**src/rtl/keyboard_io_port.sv**
```systemverilog
// PS/2 keyboard input port on the OTTER IOBUS: filters the PS/2 clock, receives
// 11-bit frames, buffers scan-code bytes in a small FIFO and raises a level interrupt.
module keyboard_io_port #(
  parameter logic [31:0] BASE_AD     = 32'h11000100,
  parameter int unsigned DEPTH       = 4,
  parameter int unsigned FILTER_LEN  = 8,
  parameter int unsigned TIMEOUT_CYC = 50000
) (
  input  logic        CLK,
  input  logic        RST_N,
  input  logic        PS2_CLK,
  input  logic        PS2_DATA,
  input  logic [31:0] IOBUS_ADDR,
  input  logic [31:0] IOBUS_OUT,
  input  logic        IOBUS_WR,
  output logic [31:0] IOBUS_IN,
  output logic        INTR
);

  localparam int unsigned AW = (DEPTH > 1) ? $clog2(DEPTH) : 1;
  localparam int unsigned CW = AW + 1;
  localparam int unsigned FW = $clog2(FILTER_LEN + 1);
  localparam int unsigned TW = $clog2(TIMEOUT_CYC + 1);
  localparam logic [31:0] CTRL_AD = BASE_AD + 32'd4;

  typedef enum logic [1:0] {StIdle, StData, StParity, StStop} rx_state_e;

  // Synchronizer and filter state
  logic [1:0]    clk_sync_q, data_sync_q;
  logic          filt_q, filt_d;
  logic [FW-1:0] flt_cnt_q, flt_cnt_d;
  logic          clk_s, data_s, fall;

  // Receiver state
  rx_state_e     state_q, state_d;
  logic [7:0]    shift_q, shift_d;
  logic [2:0]    bitcnt_q, bitcnt_d;
  logic          par_q, par_d;
  logic [TW-1:0] to_cnt_q, to_cnt_d;
  logic          push_q, push_d;
  logic [7:0]    push_byte_q, push_byte_d;
  logic          perr_set;

  // FIFO and register state
  logic [7:0]    mem_q [DEPTH];
  logic [7:0]    mem_d [DEPTH];
  logic [AW-1:0] wr_ptr_q, wr_ptr_d, rd_ptr_q, rd_ptr_d;
  logic [CW-1:0] count_q, count_d;
  logic          ie_q, ie_d, perr_q, perr_d, ovf_q, ovf_d, intr_q, intr_d;
  logic          pop, full, push_ok, ovf_set, ctrl_wr;
  logic [31:0]   count_ext;
  logic [2:0]    cnt3;
  logic          unused_bits;

  assign clk_s  = clk_sync_q[1];
  assign data_s = data_sync_q[1];

  // Two-flop synchronizers; idle PS/2 lines are high so reset to 1
  always_ff @(posedge CLK or negedge RST_N) begin
    if (!RST_N) begin
      clk_sync_q  <= 2'b11;
      data_sync_q <= 2'b11;
    end else begin
      clk_sync_q  <= {clk_sync_q[0], PS2_CLK};
      data_sync_q <= {data_sync_q[0], PS2_DATA};
    end
  end

  // Glitch filter: flip the filtered level after FILTER_LEN consecutive differing samples
  always_comb begin
    filt_d    = filt_q;
    flt_cnt_d = '0;
    fall      = 1'b0;
    if (clk_s != filt_q) begin
      if (flt_cnt_q == FW'(FILTER_LEN - 1)) begin
        filt_d = clk_s;
        fall   = ~clk_s;
      end else begin
        flt_cnt_d = flt_cnt_q + FW'(1);
      end
    end
  end

  // Receiver next-state: start, 8 data bits LSB first, odd parity, stop; plus timeout
  always_comb begin
    state_d     = state_q;
    shift_d     = shift_q;
    bitcnt_d    = bitcnt_q;
    par_d       = par_q;
    push_d      = 1'b0;
    push_byte_d = push_byte_q;
    perr_set    = 1'b0;
    to_cnt_d    = (state_q == StIdle || fall) ? '0 : to_cnt_q + TW'(1);
    unique case (state_q)
      StIdle: begin
        if (fall && !data_s) begin
          state_d  = StData;
          bitcnt_d = '0;
          shift_d  = '0;
        end
      end
      StData: begin
        if (fall) begin
          shift_d  = {data_s, shift_q[7:1]};
          bitcnt_d = bitcnt_q + 3'd1;
          if (bitcnt_q == 3'd7) state_d = StParity;
        end
      end
      StParity: begin
        if (fall) begin
          par_d   = data_s;
          state_d = StStop;
        end
      end
      StStop: begin
        if (fall) begin
          if (data_s && (^{shift_q, par_q})) begin
            push_d      = 1'b1;
            push_byte_d = shift_q;
          end else begin
            perr_set = 1'b1;
          end
          state_d = StIdle;
        end
      end
      default: state_d = StIdle;
    endcase
    // Abandon a stalled partial frame silently
    if (state_q != StIdle && !fall && to_cnt_q == TW'(TIMEOUT_CYC - 1)) begin
      state_d  = StIdle;
      to_cnt_d = '0;
    end
  end

  // FIFO, flag and interrupt next-state
  always_comb begin
    ctrl_wr  = IOBUS_WR && (IOBUS_ADDR == CTRL_AD);
    pop      = IOBUS_WR && (IOBUS_ADDR == BASE_AD) && (count_q != '0);
    full     = (count_q == CW'(DEPTH));
    push_ok  = push_q && (!full || pop);
    ovf_set  = push_q && full && !pop;
    mem_d    = mem_q;
    wr_ptr_d = wr_ptr_q;
    rd_ptr_d = rd_ptr_q;
    count_d  = count_q;
    if (push_ok) begin
      mem_d[wr_ptr_q] = push_byte_q;
      wr_ptr_d        = wr_ptr_q + AW'(1);
    end
    if (pop) rd_ptr_d = rd_ptr_q + AW'(1);
    case ({push_ok, pop})
      2'b10:   count_d = count_q + CW'(1);
      2'b01:   count_d = count_q - CW'(1);
      default: count_d = count_q;
    endcase
    ie_d   = ctrl_wr ? IOBUS_OUT[0] : ie_q;
    // Set takes priority over a same-cycle clear
    perr_d = perr_set | (perr_q & ~(ctrl_wr & IOBUS_OUT[1]));
    ovf_d  = ovf_set | (ovf_q & ~(ctrl_wr & IOBUS_OUT[2]));
    intr_d = ie_d & (count_d != '0);
  end

  // All sequential state
  always_ff @(posedge CLK or negedge RST_N) begin
    if (!RST_N) begin
      filt_q      <= 1'b1;
      flt_cnt_q   <= '0;
      state_q     <= StIdle;
      shift_q     <= '0;
      bitcnt_q    <= '0;
      par_q       <= 1'b0;
      to_cnt_q    <= '0;
      push_q      <= 1'b0;
      push_byte_q <= '0;
      for (int i = 0; i < DEPTH; i++) mem_q[i] <= '0;
      wr_ptr_q    <= '0;
      rd_ptr_q    <= '0;
      count_q     <= '0;
      ie_q        <= 1'b0;
      perr_q      <= 1'b0;
      ovf_q       <= 1'b0;
      intr_q      <= 1'b0;
    end else begin
      filt_q      <= filt_d;
      flt_cnt_q   <= flt_cnt_d;
      state_q     <= state_d;
      shift_q     <= shift_d;
      bitcnt_q    <= bitcnt_d;
      par_q       <= par_d;
      to_cnt_q    <= to_cnt_d;
      push_q      <= push_d;
      push_byte_q <= push_byte_d;
      mem_q       <= mem_d;
      wr_ptr_q    <= wr_ptr_d;
      rd_ptr_q    <= rd_ptr_d;
      count_q     <= count_d;
      ie_q        <= ie_d;
      perr_q      <= perr_d;
      ovf_q       <= ovf_d;
      intr_q      <= intr_d;
    end
  end

  assign count_ext   = 32'(count_q);
  assign cnt3        = count_ext[2:0];
  assign unused_bits = ^{IOBUS_OUT[31:3], count_ext[31:3]};

  // Read mux; empty FIFO reads as all zeros
  always_comb begin
    IOBUS_IN = '0;
    if (IOBUS_ADDR == BASE_AD) begin
      if (count_q != '0) IOBUS_IN = {23'b0, 1'b1, mem_q[rd_ptr_q]};
    end else if (IOBUS_ADDR == CTRL_AD) begin
      IOBUS_IN = {21'b0, cnt3, 5'b0, ovf_q, perr_q, ie_q};
    end
  end

  assign INTR = intr_q;

endmodule
```
**config.mk**
```make
export PLATFORM = sky130hd
export DESIGN_NAME = keyboard_io_port
export DESIGN_NICKNAME = d
export VERILOG_FILES = /design/src/rtl/keyboard_io_port.sv
export SDC_FILE = /design/constraint.sdc
export NUM_CORES = 1
export LEC_CHECK = 0
export BUFFER_PORTS_ARGS = -buffer_cell sky130_fd_sc_hd__buf_2
export CAP_MARGIN = 40
export CORE_ASPECT_RATIO = 1.25
export CORE_UTILIZATION = 35
export CTS_BUF_LIST = sky130_fd_sc_hd__clkbuf_16
export CTS_CLUSTER_DIAMETER = 40
export DETAILED_ROUTE_END_ITERATION = 12
export PLACE_DENSITY = 0.59
export SYNTH_ARGS = -nofsm -noshare
export SYNTH_HDL_FRONTEND = slang
export SYNTH_SLANG_ARGS = --single-unit
```
**constraint.sdc**
```tcl
create_clock -name CLK -period 3 [get_ports CLK]
set_clock_uncertainty 0.15 [all_clocks]
set_input_delay 0.3 -clock CLK [delete_from_list [all_inputs] [get_ports CLK]]
set_output_delay 0.3 -clock CLK [all_outputs]
set_load 0.01 [all_outputs]
```
==> metrics.csv <==
metric;value;unit
diodes;0;
drv_slew;0;
seq_area_frac_synth;0.5060;
relSlewSlack;0.5704;
leakage;2.547;nW
h-tree-depth;3;
syn_to_final_growth;17.36;%
critPathKind;flip-flop to flip-flop;
drive_gt1_frac;0.3075;
crit_path_max_incr_delay;0.43;ns
p_sw;0.5665;mW
crit_buf_inv;1;
cp_max_fo;4;
outcome;completed;
wl_per_cell;13.52;µm
port_buffers;51;
fp.coreArea;12600;µm²
tritoncts;yes;
start_util;0.3581;
powerDensity;492.1;nW/µm²
synthXorXnorAreaFrac;0.05933;
cts_resized;0;
fp.dieH;129.0;µm
ys_ff_latch;91;
synth.avg_cell_area;11.88;µm²
async_flop_share;1.000;
synthSimpleGateAreaFrac;0.1250;
hold_violations;0;
routed_wl;8.380;mm
numCtsBuffers;9;
gp_congestion;0.7814;
end_kind;flip-flop;
period_minus_slack;2.754;ns
finalSetupViolCount;0;
via_per_inst;4.705;
cts.sinks;91;
via_count;2917;
nNetsFinal;530;
max_freq;363.1;MHz
drv_cap;0;
synthAdderAreaFrac;0.04048;
row_count;46;
grt_start_max_net_pins;53;
required;3.07;ns
synth_compound_area_frac;0.05988;
switching_share;0.2173;
synth_top_flop_cell;dfrtp_1;
clk_path_buf_depth;2;
synth_enable_flop_cells;0;
die-area;13360;µm²
crit_family;simple AND/OR/NAND/NOR gates;
power.internal;2.040;mW
cts.clk_slew.worst_paths;0.07;ns
worst_ep_arrival_time;2.82;ns
synthCells;380;
cts_setup_buffers;0;
seq_power_share;0.490;
pwr-share-clk;0.461;
grt_antenna_before_repair;0;
grt_overflow;0;
synth_warnings;0;
die_w;103.6;µm
synth.mux.area_fraction;0.1541;
grtUsageTotal;0.1396;
postRouteAntennaNets;0;
tightest_slew;0.6444;ns
yosys.area.top_type;dfrtp_1;
dpl.hpwl;6.097;mm
final.setup.tns;0;ns
power_frac_comb;0.049;
hp-class;input pin to flip-flop;
rsz0062_at_grt;no;
holdWs;0.08613;ns
drt_first_iter_violations;83;
cp_slowest_cell;dfrtp_1;
yosys-top-cells-area;dfrtp_1, mux2_2, mux4_2;
drc;0;
ir_drop;0.2420;mV
path_cells;nor3_1, nor2_1, nor4b_4, o21ai_1, ha_1, inv_1, fa_1, xor2_1, nor2_1, xor2_1, o31a_1;
synth_cell_types;46;
synth_top_family_by_area;multiplexers;
synth_top_area_frac;0.4769;
grt_pass1_wl;14.83;mm
clk_latency;0.34;ns
start_kind;flip-flop;
cts_root_buf;clkbuf_16;
num_io_pins;102;
drtPass1Iterations;4;
syn_area;4513;µm²
ctsHoldBuffers;3;
post-route-period-util;0.9181;
grt_pass1_vias;3104;
-- placed cells by master (no fill, tap or decap), types with 10 or more instances in the layout --
master   instances
buf_2           50
inv_1           15
xnor2_1         17
nand2_1         30
mux2_2          44
o21ai_0         10
conb_1          21
buf_4           12
xor2_1          11
nor2_1          28
dfrtp_1         86
ha_1            13
-- sequential cells by signal, summed over array words and instances (netlist names), 2 cells and up --
name         count
mem_q           32
to_cnt_q        16
push_byte_q      8
shift_q          8
flt_cnt_q        4
bitcnt_q         3
cnt3             3
clk_sync_q       2
data_sync_q      2
rd_ptr_q         2
state_q          2
wr_ptr_q         2
-- Yosys cell counts, drive strengths merged, types with 4 or more instances --
cell,n
buf,24
o21ai,12
mux2,44
inv,15
and3,8
ha,13
nor2,28
xnor2,17
nand3,9
dfstp,5
dfrtp,86
clkbuf,5
nor4b,4
nor3,8
mux4,8
o211ai,5
nor4,9
and4,4
nand2,30
o22ai,4
xor2,11
-- metrics by stage --
step	power, mW	area (µm²)	setup WS (ns)	utilization	instances
after floorplan	1.380	4588	0.09343	-	400
after global placement	1.422	4950	0.08596	0.3927	601
after detailed placement	1.429	4950	0.0001530	0.3927	601
after CTS	2.639	5296	0.2262	0.4202	620
after global routing	2.712	5296	0.02955	0.4202	620
final	2.606	5296	0.2458	0.4202	620
-- worst reg2reg max path, delay by kind of cell, from the launching register on --
| family | cells | cell delay (ns) |
|---|---|---|
| AOI/OAI and AO/OA | 2 | 0.51 |
| adders and majority gates | 2 | 0.62 |
| buffers and inverters | 1 | 0.06 |
| xor gates and xnor gates | 2 | 0.25 |
| and+or+nand+nor | 4 | 0.64 |
| DFF | 1 | 0.43 |
-- per-layer routing --
| layer | wire, µm | vias up | GRT usage |
|---|---|---|---|
| li1 | - | 1430 | - |
| met4 | 107 | 0 | 0.05371 |
| met3 | 365 | 9 | 0.03495 |
| met5 | 0 | - | 0 |
| met1 | 3680 | 1417 | 0.1645 |
| met2 | 4226 | 61 | 0.2460 |
-- power groups by stage --
stage                     Clock [mW]  Sequential (mW)  Combinational (mW)
after detailed placement           0             1.30               0.128
final                           1.20             1.28               0.129
after CTS                       1.23             1.28               0.132
after global routing            1.28             1.28               0.153
after global placement             0             1.30               0.124
after floorplan                    0             1.30              0.0844
-- cells by family (layout without fill, tap and decap cells) --
kind of cell             count (synthesis)  count (layout)
flip-flops                              91              91
AND/OR/NAND/NOR                        110             110
multiplexers                            54              54
other                                    1              21
AO/OA/AOI/OAI                           37              37
adder cells (fa/ha/maj)                 14              14
buffers and inverters                   44              96
XOR/XNOR                                29              29
-- area by class of cell --
cell class	instances	area, µm²
well taps	168	210.2
inverters	15	56.30
fillers	1185	7308
repair buffers	65	370.4
multi-input cells	265	2059
clock buffers	9	225.2
flip-flops and latches	91	2283
clock inverters	7	91.34
-- final timing paths --
kind | cells past startpoint | slack, ns | from | to
worst max-delay path | 11 | 0.25 | cnt3[0] | INTR
worst min-delay path | 3 | 0.09 | IOBUS_OUT[1] | perr_q
worst max register to register | 11 | 0.25 | cnt3[0] | INTR
worst min register to register | 0 | 0.21 | data_sync_q[0] | data_sync_q[1]
max in group asynchronous | 3 | 1.57 | RST_N | clk_sync_q[1]
min in group asynchronous | 2 | 0.37 | RST_N | to_cnt_q[3]
Note: power is estimated with default switching activity, not from simulation.
